<file path="src/rtl/audio_spi_arbiter.sv">
// Round-robin arbiter sharing the codec SPI register port among NUM_REQ requesters.
// Formats {addr, rw, data} command words, waits for done/timeout, then enforces a CS-high gap.
module audio_spi_arbiter #(
  parameter int NUM_REQ     = 3,
  parameter int TIMEOUT_CYC = 8192,
  parameter int GAP_CYC     = 64
) (
  input  logic                   iCLK_50,
  input  logic                   iRESET_n,
  input  logic [NUM_REQ-1:0]     iREQ,
  input  logic [NUM_REQ-1:0]     iREQ_RD,
  input  logic [7*NUM_REQ-1:0]   iREQ_ADDR,
  input  logic [8*NUM_REQ-1:0]   iREQ_WDATA,
  output logic [NUM_REQ-1:0]     oGNT,
  output logic [NUM_REQ-1:0]     oACK,
  output logic                   oACK_ERR,
  output logic [7:0]             oRDATA,
  output logic                   oSPI_START,
  output logic [15:0]            oSPI_WORD,
  input  logic                   iSPI_DONE,
  input  logic [7:0]             iSPI_RDATA,
  output logic                   oBUSY,
  output logic [7:0]             oTIMEOUT_CNT
);

  localparam int IW = (NUM_REQ > 1) ? $clog2(NUM_REQ) : 1;
  localparam int TW = $clog2(TIMEOUT_CYC) + 1;
  localparam int GW = $clog2(GAP_CYC) + 1;
  localparam logic [NUM_REQ-1:0] ONE_HOT0 = {{(NUM_REQ-1){1'b0}}, 1'b1};

  typedef enum logic [1:0] {
    S_IDLE  = 2'd0,
    S_ISSUE = 2'd1,
    S_WAIT  = 2'd2,
    S_GAP   = 2'd3
  } state_t;

  state_t               state_q, state_d;
  logic [IW-1:0]        last_q, last_d;
  logic [TW-1:0]        tmo_q, tmo_d;
  logic [GW-1:0]        gap_q, gap_d;
  logic [NUM_REQ-1:0]   gnt_q, gnt_d;
  logic [NUM_REQ-1:0]   ack_q, ack_d;
  logic                 ack_err_q, ack_err_d;
  logic [7:0]           rdata_q, rdata_d;
  logic                 start_q, start_d;
  logic [15:0]          word_q, word_d;
  logic                 busy_q, busy_d;
  logic [7:0]           tcnt_q, tcnt_d;

  logic                 win_found;
  logic [IW-1:0]        win_idx;
  logic [IW-1:0]        cand;
  logic                 win_rd;
  logic [6:0]           win_addr;
  logic [7:0]           win_wdata;

  // Round-robin search starting just after the last granted requester.
  always_comb begin
    win_found = 1'b0;
    win_idx   = last_q;
    cand      = last_q;
    for (int i = 1; i <= NUM_REQ; i++) begin
      cand = IW'((int'(last_q) + i) % NUM_REQ);
      if (!win_found && iREQ[cand]) begin
        win_found = 1'b1;
        win_idx   = cand;
      end else begin
        win_found = win_found;
      end
    end
    win_rd    = iREQ_RD[win_idx];
    win_addr  = iREQ_ADDR[int'(win_idx)*7 +: 7];
    win_wdata = iREQ_WDATA[int'(win_idx)*8 +: 8];
  end

  // Next-state and registered-output computation.
  always_comb begin
    state_d   = state_q;
    last_d    = last_q;
    tmo_d     = tmo_q;
    gap_d     = gap_q;
    gnt_d     = gnt_q;
    ack_d     = '0;
    ack_err_d = 1'b0;
    rdata_d   = rdata_q;
    start_d   = 1'b0;
    word_d    = word_q;
    tcnt_d    = tcnt_q;
    case (state_q)
      S_IDLE: begin
        if (win_found) begin
          state_d = S_ISSUE;
          last_d  = win_idx;
          start_d = 1'b1;
          gnt_d   = ONE_HOT0 << win_idx;
          word_d  = {win_addr, win_rd, (win_rd ? 8'hFF : win_wdata)};
        end else begin
          state_d = S_IDLE;
        end
      end
      S_ISSUE: begin
        tmo_d   = '0;
        state_d = S_WAIT;
      end
      S_WAIT: begin
        tmo_d = tmo_q + TW'(1);
        // Done wins over a timeout landing on the same cycle.
        if (iSPI_DONE) begin
          ack_d   = gnt_q;
          rdata_d = word_q[8] ? iSPI_RDATA : 8'h00;
          gnt_d   = '0;
          gap_d   = '0;
          state_d = S_GAP;
        end else if (tmo_q == TW'(TIMEOUT_CYC - 1)) begin
          ack_d     = gnt_q;
          ack_err_d = 1'b1;
          rdata_d   = 8'h00;
          tcnt_d    = (tcnt_q != 8'hFF) ? (tcnt_q + 8'd1) : tcnt_q;
          gnt_d     = '0;
          gap_d     = '0;
          state_d   = S_GAP;
        end else begin
          state_d = S_WAIT;
        end
      end
      S_GAP: begin
        gap_d = gap_q + GW'(1);
        if (gap_q == GW'(GAP_CYC - 1)) begin
          state_d = S_IDLE;
        end else begin
          state_d = S_GAP;
        end
      end
      default: begin
        state_d = S_IDLE;
        gnt_d   = '0;
      end
    endcase
    busy_d = (state_d != S_IDLE);
  end

  // State and output registers; LAST resets so requester 0 wins first.
  always_ff @(posedge iCLK_50 or negedge iRESET_n) begin
    if (!iRESET_n) begin
      state_q   <= S_IDLE;
      last_q    <= IW'(NUM_REQ - 1);
      tmo_q     <= '0;
      gap_q     <= '0;
      gnt_q     <= '0;
      ack_q     <= '0;
      ack_err_q <= 1'b0;
      rdata_q   <= 8'h00;
      start_q   <= 1'b0;
      word_q    <= 16'h0000;
      busy_q    <= 1'b0;
      tcnt_q    <= 8'h00;
    end else begin
      state_q   <= state_d;
      last_q    <= last_d;
      tmo_q     <= tmo_d;
      gap_q     <= gap_d;
      gnt_q     <= gnt_d;
      ack_q     <= ack_d;
      ack_err_q <= ack_err_d;
      rdata_q   <= rdata_d;
      start_q   <= start_d;
      word_q    <= word_d;
      busy_q    <= busy_d;
      tcnt_q    <= tcnt_d;
    end
  end

  assign oGNT         = gnt_q;
  assign oACK         = ack_q;
  assign oACK_ERR     = ack_err_q;
  assign oRDATA       = rdata_q;
  assign oSPI_START   = start_q;
  assign oSPI_WORD    = word_q;
  assign oBUSY        = busy_q;
  assign oTIMEOUT_CNT = tcnt_q;

endmodule

</file>
<file path="config.mk">
export PLATFORM = sky130hd
export DESIGN_NAME = audio_spi_arbiter
export DESIGN_NICKNAME = d
export VERILOG_FILES = /design/src/rtl/audio_spi_arbiter.sv
export SDC_FILE = /design/constraint.sdc
export NUM_CORES = 1
export LEC_CHECK = 0
export CORE_ASPECT_RATIO = 1.1
export CORE_MARGIN = 3
export CORE_UTILIZATION = 49
export CTS_BUF_LIST = sky130_fd_sc_hd__clkbuf_8
export CTS_CLUSTER_SIZE = 12
export DETAILED_ROUTE_END_ITERATION = 8
export PLACE_DENSITY = 0.85
export SLEW_MARGIN = 10
export SYNTH_ARGS = -nofsm -noshare
export SYNTH_HDL_FRONTEND = slang
export SYNTH_SLANG_ARGS = --single-unit
</file>
<file path="constraint.sdc">
create_clock -name iCLK_50 -period 2.75 [get_ports iCLK_50]
set_input_delay 0.55 -clock iCLK_50 [delete_from_list [all_inputs] [get_ports iCLK_50]]
set_output_delay 0.55 -clock iCLK_50 [all_outputs]
set_load 0.01 [all_outputs]
</file>
=== Yosys cells after proc, flatten, opt, wreduce, memory -nomap -nowiden ===
Cells that the tools add are included.

* Flip-flop bits (word level): 66
* Output and inout port bits: 41
* Word-level logic and storage cells: 92

* Reduce and logical (&&, ||, !) cells: 15
* Eq/ne operators: 8
* Add/subtract/negate cells: 6
* Div/mod/pow operators: 3
* Bitwise operators: 1
* Shifts and indexed selects: 3
* Magnitude comparators: 4
* Multiplexer cells: 39
* Multiply operators: 1

{| class="wikitable"
|+ Operators with widths
! cell !! count
|-
| $mod 32x3->32 const B || 3
|-
| $mux 8 || 4
|-
| $pmux 14 s2 || 1
|-
| $shiftx 24x6->8 || 1
|-
| $shiftx 21x6->7 || 1
|-
| $mux 3 || 6
|-
| $mux 1 || 15
|-
| $add 14x1->14 const B || 1
|-
| $eq 14x13->1 const B || 1
|-
| $mux 7 || 2
|-
| $pmux 7 s2 || 1
|-
| $lt 2x3->1 const B || 4
|-
| $reduce_bool 2->1 || 5
|-
| $add 8x1->8 const B || 1
|-
| $bmux 1 s2 || 4
|-
| $mux 2 || 4
|-
| $ne 8x8->1 const B || 1
|-
| $pmux 2 s4 || 1
|-
| $add 7x1->7 const B || 1
|-
| $eq 7x6->1 const B || 1
|-
| $add 2x2->3 const B || 2
|-
| $pmux 3 s2 || 1
|-
| $reduce_and 2->1 || 3
|-
| $mul 2x3->5 const B || 1
|-
| 12 further kinds || 15
|}

=== Logic depth before layout (Yosys ltp) ===
Gate-level depths: netlist of the first run.

* Word-level depth: 14
* Depth in mapped cells: 10
* Mapped depth without buffers: 8

=== Worst setup path before layout of the first run ===
OpenSTA, ideal clock, no wires.

* Kind: reg-to-reg
* From: register last_q[1]
* To: register word_q[0] (netlist: oSPI_WORD[0])
* Required time: 2.602 ns
* Path slack: 0.288 ns
* Path buffers: 1
* Cell stages (with the launch flop): 10
* Data arrival time: 2.314 ns
* Period minus slack after synthesis: 2.462 ns
* Cells stage by stage: dfstp_2 inv_1 ha_1 mux2_4 mux2_4 or3_4 nand2_8 a21o_1 buf_4 a41oi_2

* Longest elaborated chain between the ends: 14
* Elaborated cells on any way between the ends: 27
* Classes of those cells: add/sub (3); div (3); shift (1); mux (15); reduce/logical (5)

{| class="wikitable"
|+ Ends and longest elaborated chain
! what !! RTL line !! text
|-
| start: declaration || 39 || <nowiki>logic [IW-1:0] last_q, last_d;</nowiki>
|-
| start signal: assignment || 147 || <nowiki>last_q <= IW'(NUM_REQ - 1);</nowiki>
|-
| start signal: assignment || 160 || <nowiki>last_q <= last_d;</nowiki>
|-
| branches (longest 14 deep; another with $mod 32x3->32) || -- ||
|-
| end signal: assignment || 168 || <nowiki>word_q <= word_d;</nowiki>
|-
| end: declaration || 47 || <nowiki>logic [15:0] word_q, word_d;</nowiki>
|}

Parallel ways; which one is timed is not known. The select of a mux whose other input is x is not followed.
A chain may end at the register's enable or synchronous reset.

=== Worst setup path in the final report of the first run ===
* From: register last_q[1]
* To: register word_q[9] (netlist: oSPI_WORD[9])

* Longest elaborated chain between the ends: 13
* Elaborated cells on any way between the ends: 25
* Classes of those cells: add/sub (3); mul (1); div (3); shift (1); mux (12); reduce/logical (5)

{| class="wikitable"
|+ Ends and longest elaborated chain
! what !! RTL line !! text
|-
| $add 2x1->3 || 64 || <nowiki>cand = IW'((int'(last_q) + i) % NUM_REQ);</nowiki>
|-
| $mod 32x3->32 || 64 ||
|-
| $bmux 1 s2 || 65 || <nowiki>if (!win_found && iREQ[cand]) begin</nowiki>
|-
| $mux 1 (implied by the code) || 65 ||
|-
| $mux 1 || 65 ||
|-
| $logic_not 1->1 || 65 ||
|-
| $logic_and 1x1->1 || 65 ||
|-
| $mux 1 || 65 ||
|-
| $logic_not 1->1 || 65 ||
|-
| $logic_and 1x1->1 || 65 ||
|-
| $mux 2 || 65 ||
|-
| $mul 2x3->5 || 73 || <nowiki>win_addr = iREQ_ADDR[int'(win_idx)*7 +: 7];</nowiki>
|-
| $shiftx 21x6->7 || 73 ||
|}

Parallel ways exist; a longest one is shown, timed or not. The select of a mux whose other input is x is not followed.

==> flow_summary_export.csv, run 1 <==
group,metric,value,unit
outcome,outcome,"finished clean",
layout,final_nets,575,
power_and_ir_drop,vdd_drop_max,834,uV
clock_network,cts_buffers,9,
synth,syn_area,3850,um^2
sta,fin_setup_tns,0,ns
detailed_routing,first_pass_iters,4,
sta,finalHoldViolations,0,
global_route,gr-total-overflow,0,
synth,synth_ff_type,"dfrtp_1",
clock_network,cts_buffer_depth,2,
placed_design,routabilityCongestion,1.04,
detailed_routing,drc,0,
worst_setup_path,crit_path_max_fanout,10,
sta,period_minus_slack,2.62,ns
job,cap_viol_max_count,0,
floorplanning,die_h,99.0,um
worst_setup_path,arrival,2.88,ns
sta,fin_worst_skew,0.00731,ns
placed_design,io_buffers,102,
synth,synth_edf_count,0,
sta,setup_viol,0,
sta,setup_slack,0.129,ns
global_route,grtUsageTotal,21.8,%
synth,synth_cell_types,64,
detailed_routing,vias,3490,
power_and_ir_drop,cellPowerDensity,1040,nW/um^2
floorplanning,start_util,51.0,%
floorplanning,ioPinCount,103,
synth,synth-seq-cells,66,
hold_path,hold_class,"in -> async",
sta,slew_headroom,50.3,%
detailed_routing,wl_per_cell,15.7,um
layout,final_cell_mix,"101 x clkdlybuf4s50_1, 65 x dfrtp_1, 37 x nand2_1, 35 x nand3_1, 32 x o21ai_0",
global_route,grt_pass1_wl,16000,um
synth,synth_nets,465,
power_and_ir_drop,p_leak,2.21,nW
worst_setup_path,critPathKind,"reg -> reg",
global_route,antenna_found_initial,0,
clock_network,tritoncts,"built",
detailed_routing,drt_iter0_markers,217,
synth,synth_top_area_cell,"dfrtp_1",
layout,antenna_cells,0,
worst_setup_path,end_kind,"register",
sta,fin_crit_sh,95.3,%
synth,netlist_instances,392,
global_route,grt_pass1_vias,3469,
layout,drive_gt1_share,13.4,%
synth,synthTopCellsByArea,"dfrtp_1 42%, nand3_1 4.5%, o21ai_0 4.2%",
placed_design,pre_cts_slack,0.00890,ns
floorplanning,dieArea,8970,um^2
sta,finalMaxSlewViolations,0,
worst_setup_path,worstSetupStartpointType,"register",
detailed_routing,wl,9630,um
synth,syn_avg_cell_area,9.83,um^2
sta,timing.hold.ws,0.265,ns
clock_network,clk_latency,0.35,ns
layout,area_growth,37.2,%
floorplanning,rows,33,
synth,yosysTopAreaCellShare,42.2,%
synth,seq_area_frac_synth,42.9,%
sta,fmax,382,MHz
worst_setup_path,cp_data_required_time,3.01,ns
clock_network,cts-htree-levels,3,
sta,worstMarginPinSlew,0.745,ns
detailed_routing,final_antenna_net_count,0,
global_route,grt_max_degree,37,
detailed_routing,vias_per_cell,5.70,
floorplanning,core-area,7560,um^2
synth,synthArstFlopShare,100,%
clock_network,clkSinkCount,66,
layout,final_common_cell,"clkdlybuf4s50_1",
clock_network,cts_root_buffer,"clkbuf_8",
synth,yosys_warnings,0,
floorplanning,dieWidth,90.6,um
sta,rsz0062_at_grt,"no",
placed_design,dp_hpwl,7290,um
clock_network,clk_pin_slew,0.08,ns
-- where the power goes --
| group | leakage [nW] | internal, mW | switching, mW |
|---|---|---|---|
| Sequential | 0.859 | 1.25 | 0.197 |
| Combinational | 1.23 | 1.45 | 1.67 |
| Clock | 0.121 | 0.557 | 0.381 |
-- synth_stat cells, drive strengths merged, types with 5 or more instances --
cell    count
and3        9
o31ai       8
inv        11
a21o       13
clkbuf      5
and2        6
o21ai      33
nand4       6
buf        13
o22ai       6
a211oi      9
nand2b      7
or3         6
nand2      39
a41oi       8
xnor2       7
nor2       31
dfrtp      65
a21oi       9
xor2        6
nand3      37
ha         11
-- path summary, 6_finish.rpt --
check	startpoint	end	slack [ns]	cells after the start
max	last_q[1]	oSPI_WORD[9]	0.13	9
min	iRESET_n	oTIMEOUT_CNT[7]	0.26	1
max reg2reg	last_q[1]	oSPI_WORD[9]	0.13	9
min reg2reg	oRDATA[1]	oRDATA[1]	0.48	2
max in group asynchronous	iRESET_n	oSPI_WORD[0]	1.84	2
min in group iCLK_50	oRDATA[1]	oRDATA[1]	0.48	2
-- area by class of cell --
cell class / count / area [um^2]
clock inverters: 5 / 77.6
clock buffers: 11 / 151
repair buffers: 117 / 1180
flip-flops and latches: 66 / 1650
well taps: 105 / 131
multi-input cells: 297 / 2050
inverters: 11 / 41.3
fillers: 558 / 2270
-- registers in the layout, indices dropped and copies added, names as in the netlist --
| signal | count |
|---|---|
| gap_q | 7 |
| last_q | 2 |
| oACK | 3 |
| tmo_q | 14 |
| oTIMEOUT_CNT | 8 |
| state_q | 2 |
| oSPI_WORD | 16 |
| oBUSY | 1 |
| oSPI_START | 1 |
| oACK_ERR | 1 |
| oGNT | 3 |
| oRDATA | 8 |
-- cells by family after synthesis --
logic type / count (synthesis) / synth area share (%)
AND/OR/NAND/NOR: 156 / 20.7
AO/OA/AOI/OAI: 110 / 23.7
flip-flops: 66 / 42.9
buffers and inverters: 29 / 4.06
XOR/XNOR: 13 / 2.95
adder cells (fa/ha/maj): 11 / 3.57
multiplexers: 7 / 2.11
-- per-layer routing --
layer	vias to the layer above	part of all wire, %	global-route usage, %
met3	19	4.5	4.43
li1	1652	-	-
met4	0	1.8	8.60
met2	108	52	37.8
met5	-	0	0
met1	1711	42	26.6
-- worst max-delay path, stage by stage (launching register included) --
cell and delay [ns]:
dfstp_2 0.57, inv_1 0.07, ha_1 0.27, mux2_4 0.34
mux2_4 0.31, or3_4 0.43, nand2_8 0.09, buf_4 0.18
a211oi_1 0.08, o31ai_2 0.18
-- per-stage QoR --
| stage | area (um^2) | power [mW] | instances | utilization, % |
|---|---|---|---|---|
| after global placement | 5050 | 4.44 | 596 | 66.8 |
| after global routing | 5290 | 5.86 | 612 | 70.0 |
| final | 5290 | 5.50 | 612 | 70.0 |
| after detailed placement | 5050 | 4.56 | 596 | 66.8 |
| after floorplan | 3850 | 3.47 | 392 | - |
| after CTS | 5280 | 5.50 | 612 | 69.8 |
-- timing repair --
action                                  in CTS  in global routing
buffers inserted                             0                  0
gates resized for setup                      0                  4
endpoints found under the setup margin       0                 17
hold buffers                                 0                  0
Note: power is estimated with default switching activity, not from simulation.
==> run 2: changes to the inputs <==
GPL_ROUTABILITY_DRIVEN = 1   (was default)
==> results of run 2 <==
No change in the layout: final DEF, timing and power equal those of run 1.
